===== config.mk =====
export PLATFORM = sky130hd
export DESIGN_NAME = mem_port_arbiter
export DESIGN_NICKNAME = d
export VERILOG_FILES = /design/src/rtl/mem_port_arbiter.sv
export SDC_FILE = /design/constraint.sdc
export NUM_CORES = 1
export LEC_CHECK = 0
export ABC_AREA = 1
export CAP_MARGIN = 20
export CORE_AREA = 2 2 250 252
export CTS_BUF_LIST = sky130_fd_sc_hd__clkbuf_8
export DETAILED_ROUTE_END_ITERATION = 16
export DIE_AREA = 0 0 252 254
export PLACE_DENSITY = 0.37
export SYNTH_ARGS = -nofsm -noshare
export SYNTH_HDL_FRONTEND = slang
export SYNTH_SLANG_ARGS = --single-unit

===== constraint.sdc =====
create_clock -name clk -period 4.2 [get_ports clk]
set_input_delay 0.63 -clock clk [delete_from_list [all_inputs] [get_ports clk]]
set_output_delay 0.63 -clock clk [all_outputs]
set_load 0.05 [all_outputs]

===== src/rtl/mem_port_arbiter.sv =====
// Round-robin arbiter sharing one external memory port between load/store engines,
// tracking outstanding load tags and steering returned data back to the owning engine.
module mem_port_arbiter #(
    parameter int unsigned          NUM_REQ         = 4,
    parameter logic [NUM_REQ-1:0]   STORE_MASK      = NUM_REQ'(4'b1000),
    parameter int unsigned          ADDR_W          = 32,
    parameter int unsigned          BLOCK_W         = 64,
    parameter int unsigned          TAG_W           = 4,
    parameter int unsigned          MAX_OUTSTANDING = 15
) (
    input  logic                         clk,
    input  logic                         rst,
    input  logic [NUM_REQ-1:0]           req_vld,
    input  logic [NUM_REQ*ADDR_W-1:0]    req_addr,
    input  logic [NUM_REQ*BLOCK_W-1:0]   req_wdata,
    output logic [NUM_REQ-1:0]           req_rdy,
    output logic [NUM_REQ-1:0]           rsp_vld,
    output logic [BLOCK_W-1:0]           rsp_data,
    input  logic [TAG_W-1:0]             mem2proc_transaction_tag,
    input  logic [BLOCK_W-1:0]           mem2proc_data,
    input  logic [TAG_W-1:0]             mem2proc_data_tag,
    output logic [1:0]                   proc2mem_command,
    output logic [ADDR_W-1:0]            proc2mem_addr,
    output logic [BLOCK_W-1:0]           proc2mem_data,
    output logic [TAG_W-1:0]             outstanding_cnt,
    output logic                         busy,
    output logic                         err_unknown_tag
);

    localparam int unsigned PTR_W = (NUM_REQ > 1) ? $clog2(NUM_REQ) : 1;
    localparam int unsigned TAGS  = 1 << TAG_W;

    localparam logic [1:0] MEM_NONE  = 2'd0;
    localparam logic [1:0] MEM_LOAD  = 2'd1;
    localparam logic [1:0] MEM_STORE = 2'd2;

    typedef struct packed {
        logic             valid;
        logic [PTR_W-1:0] owner;
    } tag_entry_t;

    tag_entry_t         tag_tbl [TAGS];
    tag_entry_t         ret_entry;
    logic [PTR_W-1:0]   rr_ptr;
    logic [PTR_W-1:0]   gnt_idx;
    logic [PTR_W-1:0]   next_ptr;
    logic [NUM_REQ-1:0] eligible;
    logic               gnt_found;
    logic               gnt_store;
    logic               load_room;
    logic               accept;
    logic               load_acc;
    logic               ret_hit;
    logic               ret_miss;

    // Cap uses the registered count, so a same-cycle return does not free a slot yet.
    assign load_room = outstanding_cnt < TAG_W'(MAX_OUTSTANDING);
    assign eligible  = req_vld & (STORE_MASK | {NUM_REQ{load_room}});

    always_comb begin
        int unsigned idx;
        gnt_found = 1'b0;
        gnt_idx   = '0;
        idx       = 0;
        for (int unsigned k = 0; k < NUM_REQ; k++) begin
            idx = (32'(rr_ptr) + k) % NUM_REQ;
            if (!gnt_found && eligible[idx]) begin
                gnt_found = 1'b1;
                gnt_idx   = PTR_W'(idx);
            end
        end
    end

    assign gnt_store = STORE_MASK[gnt_idx];
    assign next_ptr  = PTR_W'((32'(gnt_idx) + 32'd1) % NUM_REQ);
    assign accept    = !rst && gnt_found && (mem2proc_transaction_tag != '0);
    assign load_acc  = accept && !gnt_store;
    assign ret_entry = tag_tbl[mem2proc_data_tag];
    assign ret_hit   = !rst && (mem2proc_data_tag != '0) && ret_entry.valid;
    assign ret_miss  = !rst && (mem2proc_data_tag != '0) && !ret_entry.valid;
    assign busy      = !rst && ((|req_vld) || (outstanding_cnt != '0));

    // Memory command, acceptance strobe and response steering are same-cycle paths.
    always_comb begin
        proc2mem_command = MEM_NONE;
        proc2mem_addr    = '0;
        proc2mem_data    = '0;
        req_rdy          = '0;
        rsp_vld          = '0;
        rsp_data         = '0;
        if (!rst && gnt_found) begin
            proc2mem_command = gnt_store ? MEM_STORE : MEM_LOAD;
            proc2mem_addr    = req_addr[32'(gnt_idx)*ADDR_W +: ADDR_W];
            if (gnt_store) begin
                proc2mem_data = req_wdata[32'(gnt_idx)*BLOCK_W +: BLOCK_W];
            end
            if (accept) begin
                req_rdy[gnt_idx] = 1'b1;
            end
        end
        if (ret_hit) begin
            rsp_vld[ret_entry.owner] = 1'b1;
            rsp_data                 = mem2proc_data;
        end
    end

    // Retire is written before allocate so a recycled tag ends up owned by the new load.
    always_ff @(posedge clk) begin
        if (rst) begin
            rr_ptr          <= '0;
            outstanding_cnt <= '0;
            err_unknown_tag <= 1'b0;
            for (int i = 0; i < int'(TAGS); i++) begin
                tag_tbl[i] <= '0;
            end
        end else begin
            if (accept) begin
                rr_ptr <= next_ptr;
            end
            if (ret_hit) begin
                tag_tbl[mem2proc_data_tag].valid <= 1'b0;
            end
            if (load_acc) begin
                tag_tbl[mem2proc_transaction_tag] <= '{valid: 1'b1, owner: gnt_idx};
            end
            if (ret_miss) begin
                err_unknown_tag <= 1'b1;
            end
            outstanding_cnt <= outstanding_cnt + TAG_W'(load_acc) - TAG_W'(ret_hit);
        end
    end

endmodule


Yosys cells after proc, flatten, opt, wreduce, memory -nomap -nowiden
Memory sizes are Yosys's and may differ from the RTL's.
Index checks and enable logic that the tools add are counted.

word-level totals
  flip-flop bits (word level) = 7
  RAM bits = 48
  bits of input ports = 462
  output and inout port bits = 176
  logic and storage cells = 92
  memories = 1

operators by class
  add/sub/neg operators = 6
  $lt $le $gt $ge = 9
  shifts and indexed selects = 2
  multiplexer cells = 45
  bitwise gates (word level) = 1
  reduce and logical (&&, ||, !) cells = 25

memory list
  name     words  bits a word  read ports  clocked after Yosys merged registers in  wr ports  line  source
  tag_tbl  16     3            1           0                                        16        42    tag_entry_t tag_tbl [TAGS];

operator list
  cell                                                                                 count
  256-bit by 9-bit indexed part select with 64-bit output                              1
  64-bit 2-to-1 mux                                                                    3
  128-bit by 8-bit indexed part select with 32-bit output                              1
  32-bit 2-to-1 mux                                                                    1
  1-bit 2-to-1 mux                                                                     20
  4-bit 2-to-1 mux                                                                     5
  2-bit by 3-bit less-than comparator with 1-bit output, second input constant         6
  2-bit 2-to-1 mux                                                                     7
  1-bit logical AND                                                                    12
  4-bit nonzero test                                                                   3
  1-bit binary-select mux with 2-bit select                                            5
  1-bit zero test                                                                      6
  3-bit 2-to-1 mux                                                                     2
  3-bit OR reduction                                                                   2
  2-bit by 1-bit adder with 2-bit output, second input constant                        2
  2-bit adder, second input constant                                                   2
  4-bit by 1-bit adder with 4-bit output                                               1
  4-bit bitwise AND                                                                    1
  1-bit demux with 2-bit select                                                        2
  2-bit by 1-bit greater-or-equal comparator with 1-bit output, second input constant  2
  4-bit less-than comparator, second input constant                                    1
  4-bit OR reduction                                                                   1
  4-bit by 1-bit subtractor with 4-bit output                                          1
  1-bit logical OR                                                                     1

Logic depth before layout (Yosys ltp)
  depth after elaboration = 23
  gate-level depth with buffers = 22
  gate-level depth less buffers = 20

Worst setup path after synthesis
No wires, ideal clock.

  path kind = register to output
  start point = register outstanding_cnt[3]
  end point = output proc2mem_data[10]
  arrival = 4.213 ns
  required time = 3.570 ns
  slack = -0.643 ns
  stages on the path, launching flop included = 18
  buffers on the path = 3
  cells stage by stage = dfxtp_1 > ha_1 > nand3_2 > nand3_1 > nand2_2 > o21ai_2 > nand2_2 > nor2_2 > nand2_4 > nand2_4 > buf_6 > buf_2 > ha_1 > inv_1 > nor2_1 > inv_2 > clkbuf_1 > a21oi_1

between the ends
  longest elaborated chain between the ends = 18
  elaborated cells on any way between the ends = 30
  those cells by class = 1 x order compare; 1 x shift; 20 x mux; 1 x bitwise; 7 x reduce/logical

ends and longest elaborated chain
  what                                                                                             line  source
  start: declaration                                                                               25    output logic [TAG_W-1:0] outstanding_cnt,
  start signal: assignment                                                                         129   outstanding_cnt <= outstanding_cnt + TAG_W'(load_acc) - TAG_W'(ret_hit);
  4-bit less-than comparator (*)                                                                   57    assign load_room = outstanding_cnt < TAG_W'(MAX_OUTSTANDING);
  4-bit bitwise AND (*)                                                                            58    assign eligible = req_vld & (STORE_MASK | {NUM_REQ{load_room}});
  1-bit binary-select mux with 2-bit select                                                        67    if (!gnt_found && eligible[idx]) begin
  1-bit 2-to-1 mux (implied by the code)                                                           67
  1-bit 2-to-1 mux                                                                                 67
  1-bit zero test                                                                                  67
  1-bit logical AND                                                                                67
  1-bit 2-to-1 mux                                                                                 67
  [... 2 more ...]                                                                                 n/a
  1-bit 2-to-1 mux                                                                                 67
  1-bit zero test                                                                                  67
  1-bit logical AND                                                                                67
  2-bit 2-to-1 mux (*)                                                                             67
  via gnt_idx[0]                                                                                   45    logic [PTR_W-1:0] gnt_idx;
  branches (longest 2 deep; another with 256-bit by 9-bit indexed part select with 64-bit output)  n/a
  64-bit 2-to-1 mux (*)                                                                            94    if (gnt_store) begin
  64-bit 2-to-1 mux (*)                                                                            91    if (!rst && gnt_found) begin
  end: declaration                                                                                 24    output logic [BLOCK_W-1:0] proc2mem_data,

Mark *: on every way through the listed nets, which the timed path passes. The select of a mux whose other input is x is not followed.

Worst setup path after layout
  start point = input req_vld[2]
  end point = output proc2mem_data[37]

between the ends
  longest elaborated chain between the ends = 17
  elaborated cells on any way between the ends = 29
  those cells by class = 1 x shift; 20 x mux; 1 x bitwise; 7 x reduce/logical

ends and longest elaborated chain
  what                                                                                line  source
  start: declaration                                                                  13    input logic [NUM_REQ-1:0] req_vld,
  4-bit bitwise AND (*)                                                               58
  branches (longest 15 deep; another with 1-bit binary-select mux with 2-bit select)  n/a
  64-bit 2-to-1 mux (*)                                                               91

Mark *: on every way between the ends. The select of a mux whose other input is x is not followed.

==> impl_metrics.json <==
{
  "ff2ff_path_depth": 13,
  "antenna_found_initial": 26,
  "setup-violations-final": 0,
  "grt_pass1_wl_microns": 77400,
  "synth_flop_cell": "edfxtp_1",
  "synth_cells": 1574,
  "cp-startpoint": "req_vld[2]",
  "finalHoldViolCount": 0,
  "clock-sinks": 55,
  "ys_seq_elements": 55,
  "ioPinCount": 638,
  "power_w": 0.0121,
  "dp_slack_ns": 0.0963,
  "fin_util": 0.270,
  "critPathArrivalTime_ns": 3.30,
  "rows": 91,
  "hold_depth": 2,
  "path_class": "in -> out",
  "yosys.area_share.simple": 0.491,
  "cp.required_ns": 3.57,
  "cts.reportedPaths.clkPinSlew_ns": 0.10,
  "die_w_microns": 252,
  "placed_cells_incl_taps": 2933,
  "gp_congestion": 0.868,
  "maxSlewHeadroom": 0.594,
  "worst_pin_slew_ns": 0.603,
  "crit_fanout": 22,
  "synthXorXnorAreaFrac": 0.00488,
  "dp_hpwl_microns": 45500,
  "grt_overflow": 0,
  "core_area_sq_um": 61300,
  "layout.nets": 2624,
  "synthAdderAreaFrac": 0.0171,
  "yosysWarnings": 0,
  "timing.final.max_slew_violations": 0,
  "powerDensity_nw_per_um2": 733,
  "crit_buf_inv": 5,
  "outcome": "finished clean",
  "die_h_microns": 254,
  "timing.rr.end": "tag_tbl[13][0]",
  "finalSetupTns_ns": 0,
  "worstSkewPairLatency_ns": 0.33,
  "grt_max_degree": 80,
  "grtUsageTotal": 0.162,
  "layout_commonest_cell": "clkdlybuf4s50_1",
  "yosysUniqueCellTypes": 40,
  "hold_class": "reg -> reg",
  "slowest_delay_ns": 0.50,
  "synth_top_family_by_area": "simple AND/OR/NAND/NOR gates",
  "htree_levels": 2,
  "vias": 12100,
  "critical_path.startpoint_type": "input port",
  "grt_pass1_vias": 11900,
  "maxCapViolCount": 0,
  "timing.final.ws_setup_ns": 0.269,
  "port_buffers": 637,
  "rsz0062_at_grt": "false",
  "instances_no_fill": 2953,
  "drive_above_1_share": 0.145,
  "critical-path-slowest-cell": "clkdlybuf4s50_1",
  "start_util": 0.138,
  "r2r_slack_ns": 1.04,
  "cts_root_buffer": "clkbuf_8",
  "cts_tree": "yes",
  "detail_route.wl_per_cell_microns": 18.8,
  "cp_cell_sequence": "clkdlybuf4s50_1 > nand3_1 > nand3_1 > nand2_2 > nand2_1 > nand2_2 > nor2_2 > nand2_8 > nand2_8 > ha_1 > inv_1 > nor2_4 > inv_6 > buf_4 > a21oi_2 > buf_4",
  "routed_wl_microns": 55600,
  "leakagePower_nw": 7.95,
  "timing.fmax_mhz": 254,
  "syn-cell-area_sq_um": 8470,
  "fin_crit_sh": 0.936,
  "post-route-min-period_ns": 3.93,
  "critPathTopFamily": "buffers and inverters",
  "drc": 0,
  "synth_compound_area_frac": 0.0822,
  "synth_edf_count": 32,
  "max-vdd-ir-drop_v": 0.000435,
  "final_cell_mix": "467 x clkdlybuf4s50_1, 380 x inv_1, 345 x nand3_1, 286 x nand2_1, 149 x buf_4",
  "hold_start": "tag_tbl[0][2]",
  "async_flop_share": 0,
  "clockBufferDepth": 2,
  "synth_mux_area_frac": 0,
  "rr_startpoint": "outstanding_cnt[2]",
  "min_to": "tag_tbl[0][2]",
  "via_per_inst": 4.09,
  "fin_skew_ns": 0.0173,
  "cts_buffers": 5,
  "yosysSeqAreaShare": 0.168,
  "critPathCaptureType": "output port",
  "first_iter_violations": 537,
  "avgSynthCellArea_sq_um": 5.38,
  "drt-pass1-iter-count": 5,
  "area_growth_pct": 95.3,
  "die-area_sq_um": 64000,
  "ant_nets": 0
}
[worst register-to-register path, cell delays in order (launching register included)]
cell,delay [ns]
dfxtp_1,0.39
ha_1,0.17
nand3_2,0.12
nand3_1,0.14
nand2_2,0.10
o21ai_2,0.19
nand4_2,0.23
nand2_8,0.17
nand2_8,0.05
ha_1,0.20
buf_4,0.15
nor4_1,0.52
nand2_1,0.26
nand2_1,0.16
[flip-flops by register name (all words and copies together), names as in the netlist]
signal,count
tag_tbl,48
outstanding_cnt,4
err_unknown_tag,1
rr_ptr,2
[cell type report]
type | instances | area [sq um]
clock buffers | 5 | 68.8
flip-flops and latches | 55 | 1420
repair buffers | 684 | 7130
well taps | 790 | 988
multi-input cells | 1019 | 5400
inverters | 386 | 1460
diodes | 11 | 27.5
fillers | 6866 | 44700
clock inverters | 3 | 40.0
[Yosys cell counts (2+ instances only)]
master    instances  area share
inv_1           379        0.17
nand3_1         345        0.20
nand2_1         286        0.13
nor2_1          120       0.053
a21oi_1         100       0.059
nand3b_1         96       0.085
buf_2            61       0.036
clkbuf_1         39       0.017
edfxtp_1         32        0.11
dfxtp_1          23       0.054
ha_1             10       0.015
o21ai_0           9      0.0053
a22oi_1           8      0.0071
buf_1             6      0.0027
buf_4             6      0.0053
inv_2             6      0.0027
nand2_2           6      0.0044
nor3_1            6      0.0035
nand4_1           4      0.0030
buf_6             3      0.0040
nor2_2            3      0.0022
o21ai_1           3      0.0018
a22o_1            2      0.0021
nand2_4           2      0.0027
nand3_2           2      0.0024
nor4_1            2      0.0015
o21ai_2           2      0.0021
[power breakdown]
group | switching, W | internal [W]
clock network | 0.000191 | 0.000177
registers | 0.0000601 | 0.000636
logic | 0.00718 | 0.00387
total | 0.00743 | 0.00468
[how the worst max path moves through the flow]
stage	end	slack [ns]	cells after the start
final	proc2mem_data[37]	0.27	16
after floorplan	proc2mem_data[13]	0.02	17
after CTS	proc2mem_addr[31]	0.09	15
after global routing	proc2mem_data[37]	0.007	16
after detailed placement	proc2mem_addr[31]	0.1	15
after global placement	proc2mem_addr[31]	0.06	15
[repair_timing]
action | 4_1_cts | 5_1_grt
hold buffers | 0 | 0
resized for setup | 0 | 6
setup buffers | 0 | 1
hold endpoints to repair | 0 | 0
endpoints found under the setup margin | 0 | 64
[metrics by stage]
stage	hold slack, ns	cell area [sq um]
4_1_cts	0.452	16500
2_1_floorplan	0.405	8780
3_5_place_dp	0.436	16400
5_1_grt	0.485	16500
3_3_place_gp	0.432	16400
6_report	0.444	16500
[cell families after synthesis]
logic type,after synthesis
xor gates and xnor gates,3
and+or+nand+nor,874
DFF,55
adders and majority gates,11
AOI/OAI and AO/OA,129
buffers and inverters,501
other,1
[metal layers]
metal  wire (microns)  up-vias  track usage
met3             4430       65       0.0500
met1            20800     5513        0.171
met4              922       28       0.0485
met5              178        -            0
li1                 -     6038            -
met2            29400      447        0.305
(Power assumes the default switching activity.)
